**src/rtl/dffr_ctrl_pkg.sv**
```systemverilog
// dffr_ctrl_pkg: shared op codes, FSM states and counter width for the flop-bank sequencer.
package dffr_ctrl_pkg;

    localparam int CNT_W = 4;

    typedef enum logic [1:0] {
        OP_NOP   = 2'b00,
        OP_CLEAR = 2'b01,
        OP_LOAD  = 2'b10,
        OP_READ  = 2'b11
    } op_e;

    typedef enum logic [2:0] {
        IDLE,
        CLR,
        SETUP,
        STROBE,
        SAMPLE,
        RESP
    } state_e;

endpackage

```
**src/rtl/dffr_seq_ctrl_if.sv**
```systemverilog
// dffr_seq_ctrl_if: command/response handshake between the register-file front end and the sequencer.
//   cmd_valid/cmd_ready/cmd_op/cmd_data : command channel (master -> slave)
//   rsp_valid/rsp_ready/rsp_data/rsp_err: response channel (slave -> master)
interface dffr_seq_ctrl_if #(
    parameter int WIDTH = 8
);

    logic             cmd_valid;
    logic             cmd_ready;
    logic [1:0]       cmd_op;
    logic [WIDTH-1:0] cmd_data;
    logic             rsp_valid;
    logic             rsp_ready;
    logic [WIDTH-1:0] rsp_data;
    logic             rsp_err;

    modport master (
        output cmd_valid, cmd_op, cmd_data, rsp_ready,
        input  cmd_ready, rsp_valid, rsp_data, rsp_err
    );

    modport slave (
        input  cmd_valid, cmd_op, cmd_data, rsp_ready,
        output cmd_ready, rsp_valid, rsp_data, rsp_err
    );

endinterface

```
**src/rtl/dffr_ctrl_timer.sv**
```systemverilog
// dffr_ctrl_timer: loadable down-counter with zero flag, timing the clear pulse and data setup.
//   clk, rst : clock, async active-high reset (count -> 0)
//   load     : load load_val this cycle (takes priority over counting)
//   load_val : reload value
//   zero     : count has reached 0 (counter then holds)
module dffr_ctrl_timer
    import dffr_ctrl_pkg::*;
(
    input  logic             clk,
    input  logic             rst,
    input  logic             load,
    input  logic [CNT_W-1:0] load_val,
    output logic             zero
);

    logic [CNT_W-1:0] cnt;

    always_ff @(posedge clk or posedge rst)
        if (rst)
            cnt <= '0;
        else if (load)
            cnt <= load_val;
        else if (cnt != '0)
            cnt <= cnt - CNT_W'(1);

    assign zero = (cnt == '0);

endmodule

```
**src/rtl/dffr_seq_ctrl.sv**
```systemverilog
// dffr_seq_ctrl: sequences CLEAR/LOAD/READ commands onto a bank of clearable flip-flops.
//   clk, rst  : clock, async active-high reset (clears the bank, drops any response)
//   bus       : slave side of the command/response handshake
//   bank_clr_ : active-low clear to the bank
//   bank_d    : data to the bank, held until the next LOAD
//   bank_ce   : one-cycle capture enable
//   bank_q    : bank outputs, sampled by READ
module dffr_seq_ctrl
    import dffr_ctrl_pkg::*;
#(
    parameter int WIDTH        = 8,
    parameter int CLR_CYCLES   = 2,
    parameter int SETUP_CYCLES = 1
) (
    input  logic             clk,
    input  logic             rst,
    dffr_seq_ctrl_if.slave   bus,
    output logic             bank_clr_,
    output logic [WIDTH-1:0] bank_d,
    output logic             bank_ce,
    input  logic [WIDTH-1:0] bank_q
);

    state_e           state, state_n;
    logic             clr_n, ce_n, rv_n, re_n, rsp_valid, rsp_err;
    logic [WIDTH-1:0] d_n, rd_n, rsp_data;
    logic             tmr_zero;
    logic [CNT_W-1:0] tmr_val;

    assign bus.cmd_ready = (state == IDLE) && bank_clr_;
    assign bus.rsp_valid = rsp_valid;
    assign bus.rsp_data  = rsp_data;
    assign bus.rsp_err   = rsp_err;

    // Counter is reloaded on every state change; only CLR and SETUP use a non-zero value.
    assign tmr_val = state_n == CLR   ? CNT_W'(CLR_CYCLES - 1) :
                     state_n == SETUP ? CNT_W'(SETUP_CYCLES - 1) : '0;

    dffr_ctrl_timer u_timer (
        .clk      (clk),
        .rst      (rst),
        .load     (state_n != state),
        .load_val (tmr_val),
        .zero     (tmr_zero)
    );

    always_ff @(posedge clk or posedge rst)
        if (rst) begin
            state     <= IDLE;
            bank_clr_ <= 1'b0;
            bank_d    <= '0;
            bank_ce   <= 1'b0;
            rsp_valid <= 1'b0;
            rsp_data  <= '0;
            rsp_err   <= 1'b0;
        end else begin
            state     <= state_n;
            bank_clr_ <= clr_n;
            bank_d    <= d_n;
            bank_ce   <= ce_n;
            rsp_valid <= rv_n;
            rsp_data  <= rd_n;
            rsp_err   <= re_n;
        end

    always_comb begin
        state_n = state;
        clr_n   = bank_clr_;
        d_n     = bank_d;
        ce_n    = 1'b0;
        rv_n    = rsp_valid;
        rd_n    = rsp_data;
        re_n    = rsp_err;
        case (state)
            IDLE:
                // The first post-reset cycle releases the clear before any command is taken.
                if (!bank_clr_)
                    clr_n = 1'b1;
                else if (bus.cmd_valid)
                    case (op_e'(bus.cmd_op))
                        OP_CLEAR: begin
                            state_n = CLR;
                            clr_n   = 1'b0;
                        end
                        OP_LOAD: begin
                            state_n = SETUP;
                            d_n     = bus.cmd_data;
                        end
                        OP_READ:
                            state_n = SAMPLE;
                        default: begin
                            state_n = RESP;
                            rv_n    = 1'b1;
                            rd_n    = '0;
                            re_n    = 1'b1;
                        end
                    endcase
            CLR:
                // Release the clear when the timer expires, then spend one recovery cycle.
                if (!bank_clr_) begin
                    if (tmr_zero)
                        clr_n = 1'b1;
                end else begin
                    state_n = RESP;
                    rv_n    = 1'b1;
                    rd_n    = '0;
                    re_n    = 1'b0;
                end
            SETUP:
                if (tmr_zero) begin
                    state_n = STROBE;
                    ce_n    = 1'b1;
                end
            STROBE: begin
                state_n = RESP;
                rv_n    = 1'b1;
                rd_n    = '0;
                re_n    = 1'b0;
            end
            SAMPLE: begin
                state_n = RESP;
                rv_n    = 1'b1;
                rd_n    = bank_q;
                re_n    = 1'b0;
            end
            RESP:
                if (bus.rsp_ready) begin
                    state_n = IDLE;
                    rv_n    = 1'b0;
                    re_n    = 1'b0;
                end
            default:
                state_n = IDLE;
        endcase
    end

endmodule

```
**src/flat_wrapper.sv**
```systemverilog
// flat-port wrapper written by rule: the top's interface ports become plain ports
module dffr_seq_ctrl_flat import dffr_ctrl_pkg::*;
#(
    parameter int WIDTH        = 8,
    parameter int CLR_CYCLES   = 2,
    parameter int SETUP_CYCLES = 1
)
  (clk, rst, bank_clr_, bank_d, bank_ce, bank_q, bus_cmd_valid, bus_cmd_op, bus_cmd_data, bus_rsp_ready, bus_cmd_ready, bus_rsp_valid, bus_rsp_data, bus_rsp_err);
  dffr_seq_ctrl_if #(.WIDTH(WIDTH)) bus_i ();
  input  logic clk;
  input  logic rst;
  output logic bank_clr_;
  output logic [WIDTH-1:0] bank_d;
  output logic bank_ce;
  input  logic [WIDTH-1:0] bank_q;
  input wire logic [$bits(bus_i.cmd_valid)-1:0] bus_cmd_valid;
  input wire logic [$bits(bus_i.cmd_op)-1:0] bus_cmd_op;
  input wire logic [$bits(bus_i.cmd_data)-1:0] bus_cmd_data;
  input wire logic [$bits(bus_i.rsp_ready)-1:0] bus_rsp_ready;
  output wire logic [$bits(bus_i.cmd_ready)-1:0] bus_cmd_ready;
  output wire logic [$bits(bus_i.rsp_valid)-1:0] bus_rsp_valid;
  output wire logic [$bits(bus_i.rsp_data)-1:0] bus_rsp_data;
  output wire logic [$bits(bus_i.rsp_err)-1:0] bus_rsp_err;
  assign bus_i.cmd_valid = bus_cmd_valid;
  assign bus_i.cmd_op = bus_cmd_op;
  assign bus_i.cmd_data = bus_cmd_data;
  assign bus_i.rsp_ready = bus_rsp_ready;
  assign bus_cmd_ready = bus_i.cmd_ready;
  assign bus_rsp_valid = bus_i.rsp_valid;
  assign bus_rsp_data = bus_i.rsp_data;
  assign bus_rsp_err = bus_i.rsp_err;
  dffr_seq_ctrl #(.WIDTH(WIDTH), .CLR_CYCLES(CLR_CYCLES), .SETUP_CYCLES(SETUP_CYCLES)) u_core (.clk(clk), .rst(rst), .bus(bus_i), .bank_clr_(bank_clr_), .bank_d(bank_d), .bank_ce(bank_ce), .bank_q(bank_q));
endmodule
```
**config.mk**
```make
export PLATFORM = sky130hd
export DESIGN_NAME = dffr_seq_ctrl_flat
export DESIGN_NICKNAME = d
export VERILOG_FILES = /design/src/rtl/dffr_ctrl_pkg.sv /design/src/rtl/dffr_seq_ctrl_if.sv /design/src/rtl/dffr_ctrl_timer.sv /design/src/rtl/dffr_seq_ctrl.sv /design/src/flat_wrapper.sv
export SDC_FILE = /design/constraint.sdc
export NUM_CORES = 1
export LEC_CHECK = 0
export BUFFER_PORTS_ARGS = -buffer_cell sky130_fd_sc_hd__buf_4
export CAP_MARGIN = 10
export CORE_UTILIZATION = 52
export CTS_BUF_LIST = sky130_fd_sc_hd__clkbuf_2 sky130_fd_sc_hd__clkbuf_4 sky130_fd_sc_hd__clkbuf_8
export DETAILED_ROUTE_END_ITERATION = 10
export PLACE_DENSITY = 0.9
export SLEW_MARGIN = 30
export SYNTH_ARGS = -nofsm -noshare
export SYNTH_HDL_FRONTEND = slang
export SYNTH_SLANG_ARGS = --single-unit
```
**constraint.sdc**
```tcl
create_clock -name clk -period 1.9 [get_ports clk]
set_clock_uncertainty 0.05 [all_clocks]
set_input_delay 0.095 -clock clk [delete_from_list [all_inputs] [get_ports clk]]
set_output_delay 0.095 -clock clk [all_outputs]
set_load 0.05 [all_outputs]
```
# [Word level (Yosys, flattened, before mapping)]
# Index checks and enable logic that the tools add are counted.
# Widths: inputs -> output; s select.
[word_totals] output_inout_bits=21 elab_cells=67 ff_bits=27
[op_classes] n_eq_ne=15 mux=30 n_addsub=1 reduce_logical=13
[op_table] op="$mux 8" count=4
[op_table] op="$pmux 8 s4" count=1
[op_table] op="$mux 3" count=5
[op_table] op="$pmux 3 s5" count=1
[op_table] op="$mux 1" count=13
[op_table] op="$reduce_bool 4->1" count=3
[op_table] op="$pmux 3 s3" count=1
[op_table] op="$mux 4" count=2
[op_table] op="$pmux 1 s4" count=2
[op_table] op="$eq 3x1->1 const B" count=2
[op_table] op="$eq 3x2->1 const B" count=2
[op_table] op="$eq 3x3->1 const B" count=2
[op_table] op="$ne 2x2->1 const B" count=3
[op_table] op="$reduce_and 6->1" count=1
[op_table] op="$reduce_and 5->1" count=1
[op_table] op="$eq 2x2->1 const B" count=2
[op_table] op="$logic_not 4->1" count=1
[op_table] op="$ne 2x1->1 const B" count=2
[op_table] op="$reduce_and 4->1" count=1
[op_table] op="$reduce_bool 2->1" count=2
[op_table] op="$sub 4x1->4 const B" count=1
[op_table] op="$logic_not 3->1" count=1
[op_table] op="$ne 3x3->1" count=1
[op_table] op="$reduce_or 3->1" count=1
[op_table] op="other kinds (4)" count=4

# [Logic depth before layout (Yosys ltp)]
# Gate-level depths: netlist (run 1).
[depth] word_depth=8 mapped_depth=7

# [Cells and area by module]
# A second synthesis (run 1) with hierarchy kept.
[unflattened] cells_unflattened=128 hier_area_um2=1447.6
[by_module_without_submodules] mod="dffr_seq_ctrl" cells_each=105 seq_area_each_um2=575.6 area_per_inst_um2=1211.2 n_inst=1
[by_module_without_submodules] mod="dffr_ctrl_timer" cells_each=23 seq_area_each_um2=100.1 area_per_inst_um2=236.5 n_inst=1

# [Worst setup path after synthesis (run 1)]
# Ideal clock, no wire load.
[synth_path] kind="flip-flop to flip-flop" start="register u_core.bank_clr_" end="register u_core.u_timer.cnt[0]" setup_slack_ps=-284 period_less_slack_ps=2184 path_buffers=1 arrival_time_ps=2002 path_stages_with_launch=6 t_required_ps=1718 path_cell_list="dfrtp_1 -> nor4b_4 -> nand3_2 -> buf_2 -> o2111ai_1 -> mux2i_1"
[synth_via] elab_chain_cells=5
[synth_lines] element="start, declared" line="dffr_seq_ctrl.sv:18" rtl="output logic bank_clr_,"
[synth_lines] element="start signal, assigned" line="dffr_seq_ctrl.sv:58" rtl="bank_clr_ <= clr_n;"
[synth_lines] element="$mux 3 (on tied branches)" line="dffr_seq_ctrl.sv:100, dffr_seq_ctrl.sv:77"
[synth_lines] element="$pmux 3 s5 (*)" line="dffr_seq_ctrl.sv:74" rtl="case (state)"
[synth_lines] element="$eq 3x1->1" line="dffr_seq_ctrl.sv:36" rtl="assign tmr_val = state_n == CLR ? CNT_W'(CLR_CYCLES - 1) :"
[synth_lines] element="$mux 1" line="dffr_seq_ctrl.sv:36"
[synth_lines] element="$mux 4" line="dffr_ctrl_timer.sv:21" rtl="else if (load)"
[synth_lines] element="end signal, assigned" line="dffr_ctrl_timer.sv:22" rtl="cnt <= load_val;"
[synth_lines] element="end signal, assigned" line="dffr_ctrl_timer.sv:24" rtl="cnt <= cnt - CNT_W'(1);"
[synth_lines] element="end, declared" line="dffr_ctrl_timer.sv:16" rtl="logic [CNT_W-1:0] cnt;"
# Mark *: on every way between the ends. The rest lies on a longest branch, timed or not.
# A chain may end at the register's enable or synchronous reset.

# [Final worst setup path (run 1)]
[layout_path] start="register u_core.u_timer.cnt[0]" end="register u_core.u_timer.cnt[1]"
[layout_via] elab_chain_cells=5
[layout_lines] element="$logic_not 4->1" line="dffr_ctrl_timer.sv:26" rtl="assign zero = (cnt == '0);"
[layout_lines] element="$mux 3" line="dffr_seq_ctrl.sv:110" rtl="if (tmr_zero) begin"
[layout_lines] element="$pmux 3 s5" line="dffr_seq_ctrl.sv:74"
[layout_lines] element="$ne 3x3->1" line="dffr_seq_ctrl.sv:42" rtl=".load (state_n != state),"
[layout_lines] element="$mux 4 / $reduce_bool 2->1 (equally long branches)"
# Parallel ways exist; a longest one is shown, timed or not. The select of a mux whose other input is x is not followed.

==> results of run 1 <==
[state kept, by name, summed over array words and instances, names as in the netlist]
name,flops
u_core.u_timer.cnt,4
u_core.bus.rsp_valid,1
u_core.bus.rsp_data,8
u_core.bank_d,8
u_core.state,3
u_core.bank_clr_,1
u_core.bus.rsp_err,1
u_core.bank_ce,1
[power breakdown]
part	switching [mW]	total [mW]	internal, mW
registers	0.195	0.981	0.786
clock network	0.173	0.251	0.0788
logic	1.17	1.82	0.649
total	1.54	3.05	1.51
[area by class of cell]
class	count	area, µm²
multi-input combinational	90	602
inverter	7	26.3
timing repair buffer	65	533
clock inverter	1	5.00
clock buffer	3	22.5
tap	28	35.0
sequential	27	677
fill	126	397
[layer usage]
layer  global-route usage  part of all wire  up-vias
li1                     -                 -      582
met1                0.324              0.39      602
met2                0.561              0.56       44
met3               0.0435             0.043        4
met4               0.0439            0.0067        0
met5                    0                 0        -
[cell usage after synthesis (all sizes together)]
cell type  count
nor2           8
and2           1
nor4b          1
nand2b         1
o21a           2
nand3b         2
nand2         29
o41a           1
a211oi         2
a22o           8
o31ai          1
inv            7
o2111ai        2
o211ai         1
clkbuf         1
and4bb         1
a31oi          2
ha             4
a311oi         1
nand3          1
or2b           1
a21oi          6
nor3           2
and3           2
xnor2          1
mux2i          2
buf            5
or3b           1
a21o           1
or3            1
o21ai          3
a22oi          1
nor2b          1
dfrtp         27
[repair_timing]
action,CTS,global route
hold buffers,18,0
buffers inserted,0,1
hold endpoints to repair,33,0
endpoints found under the setup margin,0,1
[logic make-up after synthesis]
kind of cell	Yosys count
mux	2
xor+xnor	1
buf+inv	13
compound gates	31
simple gates	52
fa+ha+maj	4
flops	27
[how the worst max path moves through the flow]
stage | to
global placement | u_core.u_timer.cnt[1]
global route | u_core.u_timer.cnt[1]
detailed placement | u_core.u_timer.cnt[1]
finish | u_core.u_timer.cnt[1]
floorplan | u_core.u_timer.cnt[0]
CTS | u_core.u_timer.cnt[1]
[stage by stage]
step / instance area, µm² / power [mW] / setup TNS (ns) / hold WS (ns) / setup WS (ns)
after detailed placement: 1690 / 2.73 / 0 / 0.166 / 0.142
final: 1900 / 3.05 / 0 / 0.0827 / 0.136
after global placement: 1690 / 2.66 / 0 / 0.148 / 0.231
after global routing: 1900 / 3.22 / 0 / 0.0731 / 0.0221
after CTS: 1890 / 3.00 / 0 / 0.0678 / 0.118
after floorplan: 1340 / 2.24 / -0.352 / 0.0976 / -0.0929
[critical path: stages, from the launching register on]
cell,delay (ns)
sky130_fd_sc_hd__dfrtp_1,0.40
sky130_fd_sc_hd__inv_1,0.05
sky130_fd_sc_hd__ha_1,0.23
sky130_fd_sc_hd__and4bb_1,0.23
sky130_fd_sc_hd__a311oi_2,0.30
sky130_fd_sc_hd__o2111ai_2,0.20
sky130_fd_sc_hd__a211oi_2,0.23
==> impl_summary.md, run 1 <==
Power and ir drop
The reported leakage power is 0.980 nW. Across the VDD grid, the largest voltage drop is 0.00120 V. Dividing total power by cell area gives a power density of 1610 nW/µm².

Final layout
The final net count is 220. Once layout is complete, the cells apart from fillers number 221. The share of final-layout standard cells stronger than drive strength 1 is 0.321. 0 antenna diodes ended up in the layout.

For this run, the share of the core covered by cells in the final layout is 0.827. The post-synthesis to final-layout area growth is 43.3%. Leaving out fill and tap cells, the most frequent cell in the layout is sky130_fd_sc_hd__buf_4.

The library cells used most frequently in the layout, excluding fill and tap cells, are 47 x sky130_fd_sc_hd__buf_4, 29 x sky130_fd_sc_hd__nand2_1, 26 x sky130_fd_sc_hd__dfrtp_1.

CTS
CTS saw 27 sinks. The level count of the clock H-tree is 1. The number of instances resized during post-cts repair is 0. The clock latency on the worst-skew pair is 0.32 ns. The root cell of the clock tree is sky130_fd_sc_hd__clkbuf_4. The total clock buffers created by CTS is 3. The longest clock path from root to sink contains 2 buffers. The CTS tree is built. After clock tree synthesis, the clock-pin slew on the worst setup and hold paths is 0.14 ns.

Setup path
STA classifies the critical path startpoint as a register. In this run the critical register-to-register path is captured at u_core.u_timer.cnt[1]. For the worst setup path, the data arrival time is 1.96 ns. The launch point of the worst path is u_core.u_timer.cnt[0].

The highest fanout seen on the critical path is 5. Setup slack on the worst reg-to-reg path comes out at 0.14 ns. The startpoint identified for the worst register-to-register timing path is u_core.u_timer.cnt[0]. The critical setup path kind is reg -> reg. The count of cells along the worst register-to-register path is 6. The type of destination of the critical path is a register.

Data on the critical path is required at its endpoint by 2.10 ns.

Floorplanning
In this run the horizontal extent of the chip is 52.5 µm. The initial utilization of the core area, before any placement, comes to 0.577. The number of rows created at floorplan is 17. During I/O placement, the number of pins put on the boundary was 43. The die covers 2760 µm².

The chip height is 52.5 µm. The core area is 2300 µm².

Synthesis
The mean area per synthesized cell is 10.2 µm². By area the synthesized netlist is led by sky130_fd_sc_hd__dfrtp_1 51%, sky130_fd_sc_hd__nand2_1 8.2%, sky130_fd_sc_hd__a22o_1 5.3%. The share of the synthesized area in compound gates (AO/OA/AOI/OAI) is 0.186.

Summed over all instances, the cell type with the most area after synthesis is sky130_fd_sc_hd__dfrtp_1. The multiplexer share of the synthesized area is 0.0151. The largest family of logic cells by synthesized area is simple AND/OR/NAND/NOR gates. The post-synthesis cell area is 1330 µm². Of the post-synthesis cell area, the dominant cell type holds 0.509. Of the total synthesized cell area, the portion taken by full adders, half adders and majority gates is 0.0377.

Yosys printed 0 warnings. The sequential-to-total area share from yosys stat is 0.509. After synthesis the netlist holds a flip-flop and latch count of 27. The xor and xnor fraction of the mapped netlist area is 0.00660.

Counting distinct cell types in the post-synthesis netlist gives 40. The synthesized net count is 156. The simple-gate share of the synthesized area is 0.204.

Synthesis produced 130 cells.

Placement
The total half-perimeter wirelength after legalization and detailed placement is 2220 µm. The number of cells after detailed placement is 198. The congestion estimate from routability-driven global placement came to 0.826. Input and output buffers added on the ports amount to 42.

Global route
The wire length of the first global-routing pass is 5660 µm. The total congestion overflow is 0. In the global route stage, overall resource usage came out at 0.286. The number of antenna violations at the first check in global routing came to 0.

The maximum number of pins on one net before global-route repair is 18. The via count of the first global-routing pass came to 1220.

Hold path
The startpoint identified for the worst hold timing path is bus_cmd_op[0]. The worst hold path depth is 3. The path class of the tightest hold or removal check is in -> reg.

The endpoint with the worst hold slack is u_core.bank_clr_.

Flow run
The tool flagged a number of max-cap violations equal to 0.

Routing
The per-cell via count in the routed design is 5.57. The DRC violation total after the first TritonRoute iteration is 34. After detailed routing, the number of remaining DRC violations is 2. Summing over every cut layer, the via total after detailed routing is 1232. The final layout contains routed wiring with a total length of 3590 µm. After detailed routing, the average wire length per cell comes to 16.2 µm. In this run the remaining antenna-violating nets after routing total 0. The number of search-and-repair iterations in the first detailed-routing pass is 8.

Timing
The post-route fraction of the period consumed by the critical path is 0.928. The count of final setup violators is 0. Setup repair after global routing left no endpoint under its margin. The highest attainable clock frequency is 0.567 GHz. The number of endpoints with negative hold slack in the final report is 0. Headroom to the max-slew limit came out at 0.575.

The number of slew-limit violations in the final report was 0. The routed design could run at a clock period as short as 1.76 ns. The slew of the pin with the lowest slew margin is 0.636 ns.

Run status
The flow ran to the end, but the final reports show violations. The checks that failed: DRC.
(Power assumes the default switching activity.)
==> inputs of run 2 (changes only) <==
Settings changed: CORE_MARGIN set to 2.
==> run 2 against run 1 <==
  * The flow now finishes without violations
  * Wire length down 0.47%
  * Count of clock-buffer cells in the layout rose by 1
  * Final cell count rose by 0.90%
  * Die area rose by 7.8%
  * Total power increased by 0.14%
  * Sequential power grew 0.4%
  * Register-to-register slack worse by 0.03 ns
  * Critical path type unchanged
  * Combinational power about the same
  * Maximum frequency shrank 1.6%
  * Worst hold slack got worse by 0.033 ns
  * Flip-flop and latch count unchanged
==> impl_summary.md, run 2 (same netlist as run 1, synthesis figures left out) <==
Run status
The flow ran to the end, and the final reports show no timing, DRC or antenna violations.

Setup path
The worst endpoint required time was 2.10 ns (about the same). The worst stage delay on the critical path came to 0.40 ns (about the same). The arrival time reported for the critical path endpoint is 2.00 ns (+0.04 ns). The type of destination of the critical path is a register. The element type at the critical path start is a register. The highest fanout seen on the critical path came to 5 (unchanged). The setup slack of the most critical reg-to-reg path is 0.11 ns (-0.03 ns). Among cell families on the critical path, the largest total delay comes from compound AO/OA/AOI/OAI gates.

The worst register-to-register path begins at u_core.u_timer.cnt[0]. The setup path with the least slack is of type reg -> reg. Among all stages on the critical path, the largest delay is contributed by sky130_fd_sc_hd__dfrtp_1. The count of cells along the worst register-to-register path is 6 (unchanged). Traced cell by cell, the critical path runs through inv_1 -> ha_1 -> and4bb_1 -> a311oi_2 -> o2111ai_2 -> a211oi_2. The count of buffer and inverter cells on the critical path is 1 (unchanged). The worst reg2reg path endpoint is u_core.u_timer.cnt[1].

Global route
The number of antenna violations at the first check in global routing is 0 (unchanged). The wire length of the first global-routing pass is 5390 µm (-4.9%). The total global-route track usage is 0.260 (-0.0261). The total congestion overflow is 0 (unchanged). The maximum number of pins on one net before global-route repair is 28 (+10). The via count of the first global-routing pass was 1212 (-0.66%).

Floorplanning
The initial standard-cell utilization of the core is 0.540 (-0.0371). The floorplan die width is 54.5 µm (+3.8%). The count of pins on the block boundary is 43 (unchanged). The total die area is 2970 µm² (+7.8%).

The number of rows created at floorplan is 18 (+1). The core area is 2450 µm² (+6.9%). The chip height came to 54.5 µm (+3.8%).

Power and ir drop
The power per cell area is 1600 nW/µm² (-0.12%). The reported leakage power came to 0.980 nW (about the same). The worst IR drop on VDD is 0.00141 V (+18%).

Timing
The number of endpoints with negative hold slack in the final report is 0 (unchanged). The highest attainable clock frequency is 0.558 GHz (-1.6%). The setup slack after layout is 0.107 ns (-0.0288 ns). The count of final setup violators is 0 (unchanged). The slew of the pin with the lowest slew margin is 0.468 ns (-0.168 ns). The number of slew-limit violations in the final report is 0 (unchanged). The minimum clock period after layout is 1.79 ns (+0.0289 ns).

The headroom to the max-slew limit is 0.688 (+0.113). The post-route fraction of the period consumed by the critical path is 0.944 (+0.0152). Setup repair after global routing left no endpoint under its margin.

CTS
The TritonCTS sink count is 27 (unchanged). The total clock buffers created by CTS is 3 (unchanged). The clock latency on the worst-skew pair is 0.32 ns (about the same). The root cell of the clock tree is sky130_fd_sc_hd__clkbuf_4. The CTS tree is built. The clock slew seen by the registers of the worst setup and hold paths came to 0.14 ns (about the same). The maximum root-to-sink buffer count is 2 (unchanged). The level count of the clock H-tree is 1 (unchanged).

Final layout
The library cells used most frequently in the layout, excluding fill and tap cells, are 47 x sky130_fd_sc_hd__buf_4, 29 x sky130_fd_sc_hd__nand2_1, 26 x sky130_fd_sc_hd__dfrtp_1. The utilization of the core after routing is 0.776 (-0.0511). The post-synthesis to final-layout area growth is 43.7%. Leaving out fill and tap cells, the most frequent cell in the layout is sky130_fd_sc_hd__buf_4. The number of inserted diodes came to 0 (unchanged). The final net count was 220 (unchanged). The share of final-layout standard cells stronger than drive strength 1 is 0.321 (unchanged). The largest registers in the layout are u_core.bank_d: 8 flops, u_core.bus.rsp_data: 8 flops, u_core.u_timer.cnt: 4 flops.

Hold path
The endpoint with the worst hold slack is u_core.bus.rsp_valid. The tightest min-delay check is of the in -> reg type. The worst hold path depth came to 4 (+1).

The worst hold path begins at bus_rsp_ready.

Routing
The detail-routed net length per standard cell is 16.0 µm (-1.4%). The residual antenna-violating net count after detailed routing is 0 (unchanged). The detailed-route DRC error count came to 0 (-2). The DRC violation total after the first TritonRoute iteration is 31 (-8.8%). The per-cell via count in the routed design came to 5.50 (-1.4%).

The number of vias in the routed layout is 1226 (-0.49%). The final routed wirelength across all metal layers is 3570 µm (-0.47%). The number of search-and-repair iterations in the first detailed-routing pass is 4 (-4).

Placement
The global placer's final weighted congestion came to 0.868 (+5.1%). The number of input and output port buffers inserted is 42 (unchanged). The worst setup slack before clock tree synthesis was 0.135 ns (-0.00759 ns). The total half-perimeter wirelength after legalization and detailed placement is 2240 µm (+0.68%).

Flow run
The number of maximum-capacitance constraint violations is 0 (unchanged).
run 2: worst max-delay path by stage:
stage                           from               endpoint  slack, ns  cells past startpoint
2_1_floorplan       u_core.bank_clr_  u_core.u_timer.cnt[0]      -0.09                      5
3_3_place_gp   u_core.u_timer.cnt[0]  u_core.u_timer.cnt[1]       0.24                      6
3_5_place_dp   u_core.u_timer.cnt[0]  u_core.u_timer.cnt[1]       0.13                      6
4_1_cts        u_core.u_timer.cnt[0]  u_core.u_timer.cnt[1]        0.1                      6
5_1_grt        u_core.u_timer.cnt[0]  u_core.u_timer.cnt[1]       0.02                      6
6_report       u_core.u_timer.cnt[0]  u_core.u_timer.cnt[1]       0.11                      6
run 2: layout make-up:
cell class / instances / area (µm²)
sequential: 27 / 677
multi-input combinational: 90 / 602
fill: 149 / 549
timing repair buffer: 65 / 533
tap: 30 / 37.5
clock buffer: 4 / 30.0
inverter: 7 / 26.3
run 2: through the flow:
step | hold slack, ns | instance area, µm² | TNS, ns | total power [mW] | std cells
finish | 0.0502 | 1910 | 0 | 3.06 | 223
global route | 0.0750 | 1910 | 0 | 3.23 | 223
CTS | 0.0447 | 1900 | 0 | 3.02 | 222
detailed placement | 0.131 | 1690 | 0 | 2.73 | 200
global placement | 0.122 | 1690 | 0 | 2.65 | 200
floorplan | 0.0976 | 1340 | -0.352 | 2.24 | 130
run 2: routing by layer:
metal,up-vias,GRT usage,wire [µm]
met1,596,0.300,1400
met3,6,0.0492,192
li1,579,-,-
met2,45,0.462,1930
met4,0,0.117,51
met5,-,0,0
run 2: tightest hold or removal path: stages:
cell                      delay [ns]
sky130_fd_sc_hd__buf_4          0.12
sky130_fd_sc_hd__inv_1          0.06
sky130_fd_sc_hd__o31ai_1        0.07
sky130_fd_sc_hd__nand2_1        0.05
run 2: power breakdown:
part,internal [mW],switching (mW)
logic,0.650,1.16
registers,0.787,0.199
clock network,0.0965,0.166
total,1.53,1.52
run 2: timing repair:
action / CTS / global route
hold buffers: 18 / 0
endpoints found under the hold margin: 44 / 0
buffers inserted: 0 / 1
gates resized for setup: 0 / 0
endpoints found under the setup margin: 0 / 1
==> inputs of run 3 (changes only) <==
Settings changed: CORE_UTILIZATION 52 to 53, SYNTH_HIERARCHICAL set to 1.
==> run 3 against run 2 <==
  * The flow now finishes with violations (setup timing)
  * Sequential power about the same
  * Flip-flop and latch count unchanged
  * Utilization increased by 6.1 points
  * Largest cell class is now multi-input gates
==> impl_summary.md, run 3 <==
Global route
The total global-route track usage is 0.246 (-0.0135). The number of antenna violations at the first check in global routing is 0 (unchanged). The via count of the first global-routing pass is 1314 (+8.4%). The wire length of the first global-routing pass is 6210 µm (+15%). The maximum number of pins on one net before global-route repair is 24 (-14%).

The total congestion overflow is 0 (unchanged).

Routing
The detail-routed net length per standard cell is 17.5 µm (+9.3%). The detailed-route DRC error count is 0 (unchanged). The per-cell via count in the routed design came to 6.09 (+11%). The number of vias in the routed layout is 1389 (+13%). The final routed wirelength across all metal layers is 4000 µm (+12%). The number of search-and-repair iterations in the first detailed-routing pass was 5 (+1). The residual antenna-violating net count after detailed routing is 0 (unchanged).

The DRC violation total after the first TritonRoute iteration was 90 (+190%).

Placement
The global placer's final weighted congestion is 0.858 (-1.1%). The total half-perimeter wirelength after legalization and detailed placement is 2580 µm (+15%). The number of input and output port buffers inserted is 42 (unchanged).

Final layout
The number of inserted diodes is 0 (unchanged). In the layout the commonest cells are 61 x sky130_fd_sc_hd__buf_4, 26 x sky130_fd_sc_hd__dfrtp_1, 16 x sky130_fd_sc_hd__a22o_1. In the final layout, the registers with the most flip-flops are u_core/bank_d: 8 flops, u_core/bus.rsp_data: 8 flops, u_core/u_timer/cnt: 4 flops. The share of final-layout standard cells stronger than drive strength 1 came to 0.449 (+0.128). The final net count is 226 (+2.7%). The library cell used most frequently in the layout, excluding fill and tap cells, is sky130_fd_sc_hd__buf_4. The area growth from synthesis to layout is 45.9%.

Synthesis
The total of flip-flops plus latches after synthesis was 27 (unchanged). The number of flops mapped to enable cells by yosys is 0 (unchanged). Sorting the synthesized cells by how often they occur yields 27 x sky130_fd_sc_hd__dfrtp_1, 16 x sky130_fd_sc_hd__a22o_1, 10 x sky130_fd_sc_hd__inv_1, 10 x sky130_fd_sc_hd__mux2_2, 9 x sky130_fd_sc_hd__nand2_1. The yosys synthesis warning count came to 6 (+6). By instance count, the leading cell after synthesis is sky130_fd_sc_hd__dfrtp_1. The mean area per synthesized cell is 11.3 µm² (+11%). The most used flip-flop cell after synthesis is sky130_fd_sc_hd__dfrtp_1. The fraction of synthesis flops using an asynchronous set or reset pin is 1.00 (unchanged). The number of distinct library cell variants in the gate-level netlist after synthesis is 37 (-7.5%). The largest total area in the synthesized netlist belongs to sky130_fd_sc_hd__dfrtp_1. The share of Yosys cell area claimed by the top area cell type came to 0.467 (-0.0427). The sequential-to-total area share from yosys stat is 0.467 (-0.0427). The cell count after synthesis came to 128 (-1.5%). In the post-synthesis netlist, the biggest area contributors are sky130_fd_sc_hd__dfrtp_1 47%, sky130_fd_sc_hd__a22o_1 9.7%, sky130_fd_sc_hd__mux2_2 7.8%. The post-synthesis cell area came to 1450 µm² (+9.2%).

CTS
The level count of the clock H-tree is 1 (unchanged). The total clock buffers created by CTS is 3 (unchanged). The CTS tree is built.

In this run the clock root is driven by a sky130_fd_sc_hd__clkbuf_4. The TritonCTS sink count is 27 (unchanged). The clock latency on the worst-skew pair came to 0.32 ns (about the same).

The clock slew seen by the registers of the worst setup and hold paths is 0.14 ns (about the same). The maximum root-to-sink buffer count is 2 (unchanged).

Setup path
The critical setup path kind is reg -> reg. Among cell families on the critical path, the largest total delay comes from compound AO/OA/AOI/OAI gates. The type of destination of the critical path is a register. The highest fanout seen on the critical path is 7 (+2). The worst endpoint required time is 2.07 ns (-0.03 ns). The arrival time reported for the critical path endpoint is 2.10 ns (+0.10 ns).

The setup slack of the most critical reg-to-reg path came to -0.03 ns (-0.14 ns). The largest individual stage delay along the critical path comes from the cell sky130_fd_sc_hd__dfrtp_1. Walking the worst path, the cells encountered are inv_2 -> ha_4 -> nor3b_4 -> a21o_1 -> a21oi_2 -> o211ai_1 -> buf_4 -> nor3_2 -> a221o_1. The reg-to-reg startpoint is u_core/u_timer/cnt[1]. The worst setup path is launched from a register. The count of buffer and inverter cells on the critical path is 2 (+1). The count of cells along the worst register-to-register path is 9 (+3). The endpoint identified for the worst register-to-register timing path is u_core/u_timer/cnt[3]. The worst stage delay on the critical path was 0.43 ns (+0.03 ns).

Floorplanning
The core area is 2520 µm² (+2.8%). The floorplan die width is 56.3 µm (+3.2%). The number of rows created at floorplan is 18 (unchanged). The total die area is 3170 µm² (+6.6%).

The count of pins on the block boundary is 43 (unchanged). The initial standard-cell utilization of the core came to 0.574 (+0.0336). The chip height is 56.3 µm (+3.2%).

Timing
The setup slack after layout is -0.0312 ns (-0.138 ns). Setup repair after global routing could not meet its margin everywhere. The minimum clock period after layout is 1.93 ns (+0.138 ns). The worst hold margin came to 0.0542 ns (+0.00406 ns). The number of endpoints with negative hold slack in the final report came to 0 (unchanged). The number of slew-limit violations in the final report is 0 (unchanged). The post-route fraction of the period consumed by the critical path is 1.02 (+0.0728).

The count of final setup violators was 2 (+2). The highest attainable clock frequency is 0.518 GHz (-7.2%).

Power and ir drop
The power per cell area is 1710 nW/µm² (+6.8%). The total power consumption of the routed design is 3.62 mW (+18%). The worst IR drop on VDD was 0.00132 V (-6.3%). The reported leakage power is 1.07 nW (+8.7%).

Hold path
The kind of path behind the tightest hold check is in -> reg. The endpoint with the worst hold slack is u_core/bus.rsp_valid. The worst hold path depth is 3 (-1). The start point of the worst min-delay path is bus_rsp_ready.

Run status
The flow ran to the end, but the final reports show violations. The checks that failed: setup timing.

Flow run
The number of maximum-capacitance constraint violations was 0 (unchanged).
[run 3: changes by cell type in the layout (fill, tap and decap cells not counted), sizes merged, moves of 5 or more]
cell | before | now
a21oi | 6 | 1
dlygate4sd3 | 18 | 10
buf | 47 | 62
nand2 | 29 | 9
mux2 | 0 | 10
a22o | 8 | 16
nor2 | 8 | 2
[run 3: timing repair]
action / in CTS / in global routing
pin swaps: 1 / 2
hold buffers: 10 / 0
setup endpoints to repair: 2 / 3
resized for setup: 1 / 5
setup buffers: 1 / 7
gates cloned: 0 / 0
endpoints found under the hold margin: 36 / 0
[run 3: per-stage QoR]
stage               worst slack, ns   util  instance area (µm²)  setup TNS, ns  std cells
finish                      -0.0312  0.837                 2110        -0.0345        228
global route                -0.0700  0.837                 2110         -0.139        228
CTS                          0.0137  0.810                 2040              0        221
detailed placement          -0.0157  0.753                 1900        -0.0157        206
global placement              0.103  0.753                 1900              0        206
floorplan                    -0.364      -                 1500          -3.18        130
[run 3: report_power, final]
group / internal [mW] / total (mW) / switching [mW]
Sequential: 0.799 / 1.01 / 0.212
Combinational: 1.03 / 2.35 / 1.32
Clock: 0.0964 / 0.258 / 0.162
Total: 1.92 / 3.62 / 1.70
[run 3: cell families after synthesis]
family,Yosys count,share of synthesized area
AO/OA/AOI/OAI,38,0.213
XOR/XNOR,1,0.00605
adder cells (fa/ha/maj),5,0.0432
buffers and inverters,18,0.0605
flip-flops,27,0.467
multiplexers,11,0.0847
other,1,0.00259
AND/OR/NAND/NOR,27,0.123
[run 3: final cells by class]
type | count | area (µm²)
clock buffers | 4 | 30.0
fillers | 138 | 410
inverters | 10 | 37.5
multi-input cells | 85 | 752
flip-flops and latches | 27 | 677
well taps | 30 | 37.5
repair buffers | 72 | 578
[run 3: how the worst max path moves through the flow]
stage	start	end	slack [ns]	cells past startpoint
after floorplan	u_core/bank_clr_	u_core/u_timer/cnt[3]	-0.36	6
after global placement	u_core/u_timer/cnt[0]	u_core/u_timer/cnt[3]	0.10	9
after detailed placement	u_core/u_timer/cnt[0]	u_core/u_timer/cnt[0]	-0.02	8
after CTS	u_core/u_timer/cnt[0]	u_core/u_timer/cnt[3]	0.01	9
after global routing	u_core/u_timer/cnt[1]	u_core/u_timer/cnt[3]	-0.07	9
final	u_core/u_timer/cnt[1]	u_core/u_timer/cnt[3]	-0.03	9
[run 3: layer usage]
metal	track usage	wire, µm
met1	0.308	1550
met2	0.430	2110
met3	0.0392	265
met4	0.0850	73
met5	0	0
[run 3: worst reg2reg max path: stages, from the launching register on]
cell and delay (ns):
sky130_fd_sc_hd__dfrtp_1 0.43, sky130_fd_sc_hd__inv_2 0.10, sky130_fd_sc_hd__ha_4 0.14, sky130_fd_sc_hd__nor3b_4 0.20
sky130_fd_sc_hd__a21o_1 0.19, sky130_fd_sc_hd__a21oi_2 0.05, sky130_fd_sc_hd__o211ai_1 0.18, sky130_fd_sc_hd__buf_4 0.18
sky130_fd_sc_hd__nor3_2 0.04, sky130_fd_sc_hd__a221o_1 0.29
